`src/rtl/fetch_pkg.sv`:
```
// rtl/fetch_pkg.sv - shared state encoding and defaults for the instruction fetch unit
package fetch_pkg;

    typedef enum logic [1:0] {
        IDLE  = 2'd0,
        FETCH = 2'd1,
        HALT  = 2'd2
    } fetch_state_t;

    localparam int DEFAULT_RESET_PC = 0;
    localparam int DEFAULT_PC_STEP  = 1;
    localparam int BUF_DEPTH        = 2;

endpackage

```
`src/rtl/fetch_buffer.sv`:
```
// rtl/fetch_buffer.sv - small synchronous FIFO of {pc, inst} pairs; flush beats push and pop
module fetch_buffer
    import fetch_pkg::*;
#(
    parameter int ADDR_W = 32,
    parameter int DATA_W = 32,
    parameter int PTR_W  = $clog2(BUF_DEPTH),
    parameter int CNT_W  = $clog2(BUF_DEPTH + 1)
) (
    input  logic              clk,
    input  logic              rst_n,
    input  logic              flush,
    input  logic              push,
    input  logic [ADDR_W-1:0] push_pc,
    input  logic [DATA_W-1:0] push_inst,
    input  logic              pop,
    output logic [CNT_W-1:0]  count,
    output logic [ADDR_W-1:0] head_pc,
    output logic [DATA_W-1:0] head_inst
);

    localparam logic [CNT_W-1:0] FULL_CNT = CNT_W'(BUF_DEPTH);

    logic [ADDR_W-1:0] pc_mem   [BUF_DEPTH];
    logic [DATA_W-1:0] inst_mem [BUF_DEPTH];
    logic [PTR_W-1:0]  rd_ptr;
    logic [PTR_W-1:0]  wr_ptr;
    logic              pop_ok;
    logic              push_ok;

    // A push into a full buffer is only accepted when the head leaves in the same cycle.
    assign pop_ok  = pop && (count != '0);
    assign push_ok = push && ((count != FULL_CNT) || pop_ok);

    assign head_pc   = pc_mem[rd_ptr];
    assign head_inst = inst_mem[rd_ptr];

    always_ff @(posedge clk or negedge rst_n) begin
        if (!rst_n) begin
            rd_ptr <= '0;
            wr_ptr <= '0;
            count  <= '0;
        end else if (flush) begin
            rd_ptr <= '0;
            wr_ptr <= '0;
            count  <= '0;
        end else begin
            if (push_ok) begin
                wr_ptr <= wr_ptr + 1'b1;
            end
            if (pop_ok) begin
                rd_ptr <= rd_ptr + 1'b1;
            end
            count <= count + CNT_W'(push_ok) - CNT_W'(pop_ok);
        end
    end

    always_ff @(posedge clk) begin
        if (push_ok && !flush) begin
            pc_mem[wr_ptr]   <= push_pc;
            inst_mem[wr_ptr] <= push_inst;
        end
    end

endmodule

```
`src/rtl/instr_fetch_unit.sv`:
```
// rtl/instr_fetch_unit.sv - PC owner and fetch initiator feeding decode; FETCH_PERF_EN adds perf counters
module instr_fetch_unit
    import fetch_pkg::*;
#(
    parameter int                ADDR_W   = 32,
    parameter int                DATA_W   = 32,
    parameter logic [ADDR_W-1:0] RESET_PC = ADDR_W'(DEFAULT_RESET_PC),
    parameter logic [ADDR_W-1:0] PC_STEP  = ADDR_W'(DEFAULT_PC_STEP)
) (
    input  logic              clk,
    input  logic              rst_n,
    output logic [ADDR_W-1:0] imem_addr,
    input  logic [DATA_W-1:0] imem_data,
    input  logic              redirect_valid,
    input  logic [ADDR_W-1:0] redirect_pc,
    input  logic              halt_req,
    output logic              out_valid,
    input  logic              out_ready,
    output logic [ADDR_W-1:0] out_pc,
    output logic [DATA_W-1:0] out_inst,
    output logic              halted
`ifdef FETCH_PERF_EN
    ,
    output logic [31:0]       perf_fetched,
    output logic [31:0]       perf_stall
`endif
);

    localparam int               CNT_W    = $clog2(BUF_DEPTH + 1);
    localparam logic [CNT_W-1:0] FULL_CNT = CNT_W'(BUF_DEPTH);

    fetch_state_t      state_q;
    fetch_state_t      state_d;
    logic [ADDR_W-1:0] pc_q;
    logic [ADDR_W-1:0] pc_d;
    logic              push;
    logic              pop;
    logic              pop_req;
    logic              flush;
    logic              full;
    logic [CNT_W-1:0]  buf_count;
    logic [ADDR_W-1:0] head_pc;
    logic [DATA_W-1:0] head_inst;
    logic [ADDR_W-1:0] hold_pc;
    logic [DATA_W-1:0] hold_inst;

    assign imem_addr = pc_q;
    assign halted    = (state_q == HALT);
    assign out_valid = (buf_count != '0);
    assign full      = (buf_count == FULL_CNT);
    assign pop_req   = out_valid && out_ready;
    // A redirect voids any pop that decode tried in the same cycle.
    assign pop       = pop_req && !flush;

    always_ff @(posedge clk or negedge rst_n) begin
        if (!rst_n) begin
            state_q <= IDLE;
            pc_q    <= RESET_PC;
        end else begin
            state_q <= state_d;
            pc_q    <= pc_d;
        end
    end

    always_comb begin
        state_d = state_q;
        pc_d    = pc_q;
        push    = 1'b0;
        flush   = 1'b0;
        case (state_q)
            IDLE: begin
                state_d = FETCH;
            end
            FETCH: begin
                if (redirect_valid) begin
                    flush = 1'b1;
                    pc_d  = redirect_pc;
                end else begin
                    if (!full || pop_req) begin
                        push = 1'b1;
                        pc_d = pc_q + PC_STEP;
                    end
                    if (halt_req) begin
                        state_d = HALT;
                    end
                end
            end
            HALT: begin
                if (redirect_valid) begin
                    flush   = 1'b1;
                    pc_d    = redirect_pc;
                    state_d = FETCH;
                end
            end
            default: begin
                state_d = IDLE;
            end
        endcase
    end

    fetch_buffer #(
        .ADDR_W (ADDR_W),
        .DATA_W (DATA_W)
    ) u_buffer (
        .clk       (clk),
        .rst_n     (rst_n),
        .flush     (flush),
        .push      (push),
        .push_pc   (pc_q),
        .push_inst (imem_data),
        .pop       (pop),
        .count     (buf_count),
        .head_pc   (head_pc),
        .head_inst (head_inst)
    );

    // Remember the last presented pair so out_* stay put while the buffer is empty.
    always_ff @(posedge clk or negedge rst_n) begin
        if (!rst_n) begin
            hold_pc   <= '0;
            hold_inst <= '0;
        end else if (out_valid) begin
            hold_pc   <= head_pc;
            hold_inst <= head_inst;
        end
    end

    assign out_pc   = out_valid ? head_pc   : hold_pc;
    assign out_inst = out_valid ? head_inst : hold_inst;

`ifdef FETCH_PERF_EN
    logic stall;

    assign stall = (state_q == FETCH) && full && !pop_req;

    always_ff @(posedge clk or negedge rst_n) begin
        if (!rst_n) begin
            perf_fetched <= '0;
            perf_stall   <= '0;
        end else begin
            if (push && (perf_fetched != '1)) begin
                perf_fetched <= perf_fetched + 32'd1;
            end
            if (stall && (perf_stall != '1)) begin
                perf_stall <= perf_stall + 32'd1;
            end
        end
    end
`endif

endmodule
```
`config.mk`:
```
export PLATFORM = sky130hd
export DESIGN_NAME = instr_fetch_unit
export DESIGN_NICKNAME = d
export VERILOG_FILES = /design/src/rtl/fetch_pkg.sv /design/src/rtl/fetch_buffer.sv /design/src/rtl/instr_fetch_unit.sv
export SDC_FILE = /design/constraint.sdc
export NUM_CORES = 1
export LEC_CHECK = 0
export CORE_ASPECT_RATIO = 1.75
export CORE_UTILIZATION = 51
export DETAILED_ROUTE_END_ITERATION = 6
export PLACE_DENSITY = 0.85
export SETUP_SLACK_MARGIN = 0.4
export SLEW_MARGIN = 10
export SYNTH_ARGS = -nofsm -noshare
export SYNTH_HDL_FRONTEND = slang
export SYNTH_SLANG_ARGS = --single-unit
```
`constraint.sdc`:
```
create_clock -name clk -period 11.9 [get_ports clk]
set_clock_uncertainty 0.15 [all_clocks]
set_input_delay 3.57 -clock clk [delete_from_list [all_inputs] [get_ports clk]]
set_output_delay 3.57 -clock clk [all_outputs]
set_load 0.01 [all_outputs]
```
# Word level (Yosys, flattened, before mapping)
# Memories as Yosys holds them, arrays and structs flattened.
# Index checks and enable logic that the tools add are counted.
# word_totals
regBits,102
ramBits,128
output_inout_bits,98
elab_cells,61
n_memories,2
# memory_table
name,words,width,rd,rd_clocked_by_memory_dff,write_ports,line_no,rtl
u_buffer.inst_mem,2,32,1,0,1,fetch_buffer.sv:25,logic [DATA_W-1:0] inst_mem [BUF_DEPTH];
u_buffer.pc_mem,2,32,1,0,1,fetch_buffer.sv:24,logic [ADDR_W-1:0] pc_mem [BUF_DEPTH];
# classes
add_sub_neg,5
n_eq_ne,8
muxes,22
reduce_logical,17
# op_table
op,n
$mux 32,5
$pmux 32 s2,1
$add 32x1->32 const B,1
$mux 1,11
$mux 2,4
$ne 2x2->1 const B,4
$reduce_bool 2->1,4
$pmux 2 s3,1
$reduce_and 3->1,2
$logic_and 1x1->1,5
$eq 2x2->1 const B,2
$ne 3x3->1 const B,1
$add 1x1->1 const B,2
$add 2x1->2,1
$eq 2x1->1 const B,1
$logic_not 1->1,2
$logic_not 2->1,1
$logic_or 1x1->1,2
$reduce_or 2->1,1
$sub 2x1->2,1

# Depth between registers and ports, before layout
# Gate-level depths: netlist of run 1.
# depth
word_depth,11
ltp_mapped,10
mapped_depth_nobuf,9

# Modules after synthesis
# A second synthesis of run 1 with hierarchy kept.
# unflattened
cells_unflattened,619
hier_area_um2,9424.0
# modules_own_cells
module,instances,cells_per_inst,area_per_inst_um2
fetch_buffer,1,220,4870.9
instr_fetch_unit,1,399,4553.1

# Worst setup path before layout of run 1
# Ideal clock, no wire load.
# synth_path
kind,input to register
start,input redirect_valid
end,memory u_buffer.inst_mem[0][0] (enable)
arrival_time_ns,7.047
t_required_ns,11.256
slack_ns,4.209
path_stages,4
cell_sequence,clkbuf_1 > nand2b_1 > nor2b_1 > nor2b_1
# synth_via
elab_chain_len,10
# synth_rtl
element,line_no,rtl
start: declaration,instr_fetch_unit.sv:14,"input logic redirect_valid,"
$mux 1,"instr_fetch_unit.sv:75, instr_fetch_unit.sv:89",
$mux 1,-,
$logic_not 1->1,"fetch_buffer.sv:59, instr_fetch_unit.sv:53",
$logic_and 1x1->1,instr_fetch_unit.sv:53,assign pop = pop_req && !flush;
$logic_and 1x1->1,fetch_buffer.sv:32,assign pop_ok = pop && (count != '0);
$logic_or 1x1->1,fetch_buffer.sv:33,assign push_ok = push && ((count != FULL_CNT) || pop_ok);
$logic_and 1x1->1,fetch_buffer.sv:33,
$logic_and 1x1->1 *,fetch_buffer.sv:59,if (push_ok && !flush) begin
$mux 1 *,fetch_buffer.sv:59,
$mux 1 (implied by the code) *,fetch_buffer.sv:61,inst_mem[wr_ptr] <= push_inst;
end: declaration,fetch_buffer.sv:25,
# Every way passes the cells marked *; elsewhere a longest branch is shown, timed or not.

# Worst setup path after layout of run 1
# layout_path
start,register u_buffer.count[0]
end,output out_pc[23]
# layout_via
elab_chain_len,2
# layout_rtl
element,line_no,rtl
start: declaration,fetch_buffer.sv:17,"output logic [CNT_W-1:0] count,"
start signal: assignment,fetch_buffer.sv:54,count <= count + CNT_W'(push_ok) - CNT_W'(pop_ok);
$reduce_bool 2->1,instr_fetch_unit.sv:49,assign out_valid = (buf_count != '0);
$mux 32,instr_fetch_unit.sv:128,assign out_pc = out_valid ? head_pc : hold_pc;
end: declaration,instr_fetch_unit.sv:19,"output logic [ADDR_W-1:0] out_pc,"
# Every way passes these cells.

==> flow_metrics.py, run 1 <==
metrics = {
    "critical_path": {
        "required_ps": 8180,
        "worst_setup_path_end_kind": "output pin",
        "timing_worst_setup_path_type": "reg -> out",
        "arrival_ps": 3000,
        "crit_fanout": 90,
        "start_kind": "register",
    },
    "global_routing": {
        "antenna_found_initial": 1,
        "grt_pass1_vias": 6517,
        "grt_pass1_wl_um": 34000,
        "grt-ovfl-total": 0,
        "track_usage": 0.231,
        "grt_start_max_net_pins": 91,
    },
    "floorplan": {
        "chipWidth_um": 104,
        "core_region_area_sq_um": 17600,
        "dieArea_sq_um": 18700,
        "io_pins": 167,
        "initial_utilization": 0.525,
        "fp.dieH_um": 180,
        "rows": 64,
    },
    "power_and_ir_drop": {
        "cellPowerDensity_nw_per_um2": 274,
        "finalPower_uw": 3230,
        "power.leakage_uw": 0.00427,
        "ir_drop_uv": 153,
    },
    "detailed_routing": {
        "viasPerCell": 5.74,
        "wl_per_cell_um": 19.4,
        "drtAntennaViolNets": 0,
        "num_vias": 6372,
        "dr.pass1.iters": 5,
        "drc": 0,
        "drtIter0Drc": 453,
        "drt_wl_total_um": 21500,
    },
    "logic_synthesis": {
        "synthTopCellsByArea": "edfxtp_1 42%, dfrtp_1 28%, mux2i_1 7.7%, a21oi_1 5.7%, nor2_1 3.4%",
        "synth-main-ff-cell": "edfxtp_1",
        "synth_area_sq_um": 9260,
        "yosys-top-cells-count": "128 x edfxtp_1, 105 x a21oi_1, 102 x dfrtp_1, 83 x nor2_1, 71 x mux2i_1",
        "ys_warn_count": 0,
        "syn_nets": 783,
        "synth-edff-count": 128,
        "yosysTopAreaCellShare": 0.415,
        "synthCells": 707,
        "seq_area_frac_synth": 0.691,
        "avgSynthCellArea_sq_um": 13.1,
        "yosysTopAreaCell": "edfxtp_1",
        "synth_cell_types": 52,
        "synth-seq-cells": 230,
        "yosysMostFrequentCell": "edfxtp_1",
        "async_flop_share": 0.443,
    },
    "clocking": {
        "post_cts_buffers": 0,
        "numCtsBuffers": 21,
        "cts_max_level": 1,
        "clock_latency_ps": 490,
        "cts.repair.resized": 0,
        "cts_tree": "done",
        "clock_sinks": 230,
        "clock_path_buffers": 3,
        "cts_root_buffer": "clkbuf_16",
        "clk_pin_slew_ps": 60,
        "cts_hold_buf": 0,
    },
    "finish": {
        "final_net_count": 941,
        "area_delta_synth_final_pct": 27.1,
        "drive_gt1_frac": 0.0592,
        "fillers": 1285,
    },
    "timing": {
        "rsz0062_at_grt": "false",
        "period_minus_slack_ps": 6720,
        "holdWs_ps": 397,
        "fin_crit_sh": 0.564,
        "setup_viol_count_final": 0,
        "slew_headroom": 0.236,
        "fmax_mhz": 149,
        "final_hold_viol_count": 0,
        "worst_pin_slew_ps": 1150,
        "drv_slew": 0,
        "setup-tns-final_ps": 0,
    },
    "placement": {
        "io_buffers": 166,
        "post-dp-hpwl_um": 14400,
        "gp_congestion": 0.868,
    },
    "run_status": {
        "outcome": "finished, final reports clean",
    },
    "min_path": {
        "hp-class": "reg -> reg",
    },
    "flow_run": {
        "drv_cap": 0,
    },
}
[placed cells by master (no fill, tap or decap), types with 4 or more instances in the layout]
master and count:
o21ai_0 20, buf_4 7, a2bb2oi_1 5, mux2i_1 71, dfrtp_1 101, nand3_1 15, nand2_1 32, nor3_1 7
and3_1 5, clkdlybuf4s50_1 165, nor2_1 82, clkinv_2 4, ha_1 7, o22ai_1 16, edfxtp_1 128, nand4_1 7
inv_1 6, nor4_1 4, clkbuf_1 8, and4_1 6, clkbuf_16 21, a21oi_1 105
[stage by stage]
step           utilization  instances  area, sq um  worst slack, ps
4_1_cts              0.668       1110        11800             5150
3_3_place_gp         0.632       1073        11100             5290
5_1_grt              0.668       1111        11800             4880
2_1_floorplan            -        707         9260             4210
6_report             0.668       1111        11800             5180
3_5_place_dp         0.632       1073        11100             5160
[metal layers]
metal / GRT usage / share of wire
met3: 0.0242 / 0.054
met5: 0 / 0
met2: 0.432 / 0.55
met4: 0.104 / 0.040
met1: 0.264 / 0.36
[registers in the layout, indices dropped and copies added, names as in the netlist]
| register | count |
|---|---|
| imem_addr | 32 |
| u_buffer.pc_mem | 64 |
| state_q | 2 |
| hold_pc | 32 |
| hold_inst | 32 |
| u_buffer.count | 2 |
| u_buffer.inst_mem | 64 |
| u_buffer.wr_ptr | 1 |
| u_buffer.rd_ptr | 1 |
[critical path, cell delays in order, from the launching register on]
cell and delay, ps:
dfrtp_1 390, or2_4 420, buf_4 720, nor2_1 70
a21oi_1 250, clkdlybuf4s50_1 590
[final cells by class]
type / instances / area, sq um / area share
Clock inverter: 6 / 58.8 / 0.00500
Multi-Input combinational cell: 433 / 2710 / 0.230
Antenna cell: 1 / 2.50 / 0.000213
Inverter: 7 / 26.3 / 0.00223
Sequential cell: 230 / 6400 / 0.544
Timing Repair Buffer: 172 / 1700 / 0.145
Clock buffer: 31 / 583 / 0.0495
Tap cell: 231 / 289 / 0.0246
[power by group]
part	switching (uW)	total [uW]	internal [uW]
registers	227	1350	1120
logic	646	1240	599
clock network	271	633	362
total	1140	3230	2080
[kinds of logic (layout without fill, tap and decap cells)]
| group | count (synthesis) | count (layout) | share of synthesized area |
|---|---|---|---|
| flip-flops | 230 | 230 | 0.691 |
| adder cells (fa/ha/maj) | 7 | 7 | 0.00946 |
| AND/OR/NAND/NOR | 185 | 185 | 0.101 |
| buffers and inverters | 44 | 216 | 0.0182 |
| other | 0 | 1 | 0 |
| XOR/XNOR | 3 | 3 | 0.00284 |
| multiplexers | 71 | 71 | 0.0768 |
| AO/OA/AOI/OAI | 167 | 167 | 0.101 |
[worst paths after layout]
| check | startpoint | endpoint | slack [ps] | depth (start not counted) |
|---|---|---|---|---|
| min in group asynchronous | rst_n | hold_pc[6] | 2920 | 1 |
| min | hold_pc[16] | hold_pc[16] | 400 | 2 |
| max in group asynchronous | rst_n | u_buffer.rd_ptr | 7300 | 2 |
| min reg2reg | hold_pc[16] | hold_pc[16] | 400 | 2 |
| max | u_buffer.count[0] | out_pc[23] | 5180 | 5 |
| max reg2reg | state_q[1] | u_buffer.pc_mem[0][21] | 9040 | 6 |
Power figures use the tool's default switching activity.
==> run 2, diff against run 1 <==
==> constraint.sdc (replaced) <==
create_clock -name clk -period 6.9 [get_ports clk]
set_clock_uncertainty 0.15 [all_clocks]
set_input_delay 2.07 -clock clk [delete_from_list [all_inputs] [get_ports clk]]
set_output_delay 2.07 -clock clk [all_outputs]
set_load 0.01 [all_outputs]
==> run 2 against run 1 <==
Register-to-register slack got worse by 4900 ps. Final cell count about the same. Power increased by 73%.
==> flow_metrics.py, run 2 (synthesis gave the netlist of run 1 again) <==
metrics = {
    "min_path": {
        "hp-class": "reg -> reg",
    },
    "power_and_ir_drop": {
        "finalPower_uw": 5590,
        "ir_drop_uv": 318,
        "cellPowerDensity_nw_per_um2": 475,
        "power.leakage_uw": 0.00428,
    },
    "critical_path": {
        "arrival_ps": 3080,
        "crit_fanout": 81,
        "worst_setup_path_end_kind": "output pin",
        "start_kind": "register",
        "timing_worst_setup_path_type": "reg -> out",
        "required_ps": 4680,
    },
    "floorplan": {
        "fp.dieH_um": 180,
        "io_pins": 167,
        "chipWidth_um": 104,
        "dieArea_sq_um": 18700,
        "initial_utilization": 0.525,
        "core_region_area_sq_um": 17600,
        "rows": 64,
    },
    "finish": {
        "top_regs": "u_buffer.inst_mem (64), u_buffer.pc_mem (64)",
        "area_delta_synth_final_pct": 27.2,
        "final_common_cell": "clkdlybuf4s50_1",
        "final_cell_mix": "165 x clkdlybuf4s50_1, 128 x edfxtp_1, 105 x a21oi_1",
        "layout.cells.non_filler": 1112,
        "final_net_count": 942,
        "fin_util": 0.669,
        "drive_gt1_frac": 0.0602,
        "fillers": 1256,
    },
    "timing": {
        "period_minus_slack_ps": 5300,
        "holdWs_ps": 396,
        "final_hold_viol_count": 0,
        "worst_pin_slew_ps": 1180,
        "setup-tns-final_ps": 0,
        "fmax_mhz": 189,
        "fin_crit_sh": 0.768,
        "rsz0062_at_grt": "false",
        "slew_headroom": 0.212,
        "drv_slew": 0,
        "setup_viol_count_final": 0,
    },
    "clocking": {
        "clk_pin_slew_ps": 70,
        "clock_latency_ps": 490,
        "numCtsBuffers": 21,
        "clock_path_buffers": 3,
        "cts_hold_buf": 0,
        "cts.repair.resized": 0,
        "cts_tree": "done",
        "cts_max_level": 1,
        "cts_root_buffer": "clkbuf_16",
        "post_cts_buffers": 0,
        "clock_sinks": 230,
    },
    "global_routing": {
        "grt_pass1_wl_um": 34500,
        "track_usage": 0.235,
        "antenna_found_initial": 1,
        "grt_start_max_net_pins": 82,
        "grt-ovfl-total": 0,
        "grt_pass1_vias": 6422,
    },
    "detailed_routing": {
        "drt_wl_total_um": 22000,
        "num_vias": 6438,
        "viasPerCell": 5.79,
        "dr.pass1.iters": 4,
        "drtAntennaViolNets": 0,
        "wl_per_cell_um": 19.8,
        "drtIter0Drc": 396,
        "drc": 0,
    },
    "placement": {
        "dp.cells": 1074,
        "post-dp-hpwl_um": 14600,
        "io_buffers": 166,
        "gp_congestion": 0.877,
    },
    "flow_run": {
        "drv_cap": 0,
    },
    "run_status": {
        "outcome": "finished, final reports clean",
    },
}
-- run 2: worst paths after layout --
kind | startpoint | endpoint | slack (ps) | cells past startpoint
min | hold_inst[29] | hold_inst[29] | 400 | 2
max in group asynchronous | rst_n | hold_inst[10] | 3980 | 2
max | u_buffer.count[0] | out_pc[21] | 1600 | 5
min reg2reg | hold_inst[29] | hold_inst[29] | 400 | 2
max reg2reg | state_q[1] | u_buffer.inst_mem[1][11] | 4090 | 6
min in group asynchronous | rst_n | hold_pc[8] | 1540 | 1
-- run 2: final cells by class --
class	count	area (sq um)	share of cell area
flip-flops and latches	230	6400	0.543
multi-input cells	433	2710	0.230
repair buffers	173	1710	0.145
clock buffers	26	564	0.0479
well taps	231	289	0.0245
clock inverters	11	77.6	0.00659
inverters	7	26.3	0.00223
diodes	1	2.50	0.000212
-- run 2: worst max-delay path, cell delays in order (launching register included) --
cell and delay, ps:
dfrtp_1 390, or2_4 710, buf_4 540, nor2_1 110, a21oi_1 230, clkdlybuf4s50_1 590
-- run 2: per-layer routing --
metal | routed length (um) | share of wire | vias to the layer above | GRT usage
li1 | - | - | 2945 | -
met5 | 0 | 0 | - | 0
met1 | 7910 | 0.36 | 3187 | 0.270
met3 | 1100 | 0.050 | 46 | 0.0253
met4 | 822 | 0.037 | 0 | 0.103
met2 | 12200 | 0.55 | 260 | 0.439
-- run 2: metrics by stage --
step | setup WS, ps | cell area [sq um]
3_5_place_dp | 1720 | 11100
5_1_grt | 1380 | 11800
6_report | 1600 | 11800
3_3_place_gp | 1780 | 11100
2_1_floorplan | 709 | 9260
4_1_cts | 1550 | 11800
-- run 2: where the power goes --
group	total, uW	internal (uW)	switching, uW	leakage [uW]
Combinational	2170	1030	1140	0.00164
Sequential	2330	1940	392	0.00232
Clock	1090	618	472	0.000319
Total	5590	3590	2000	0.00428
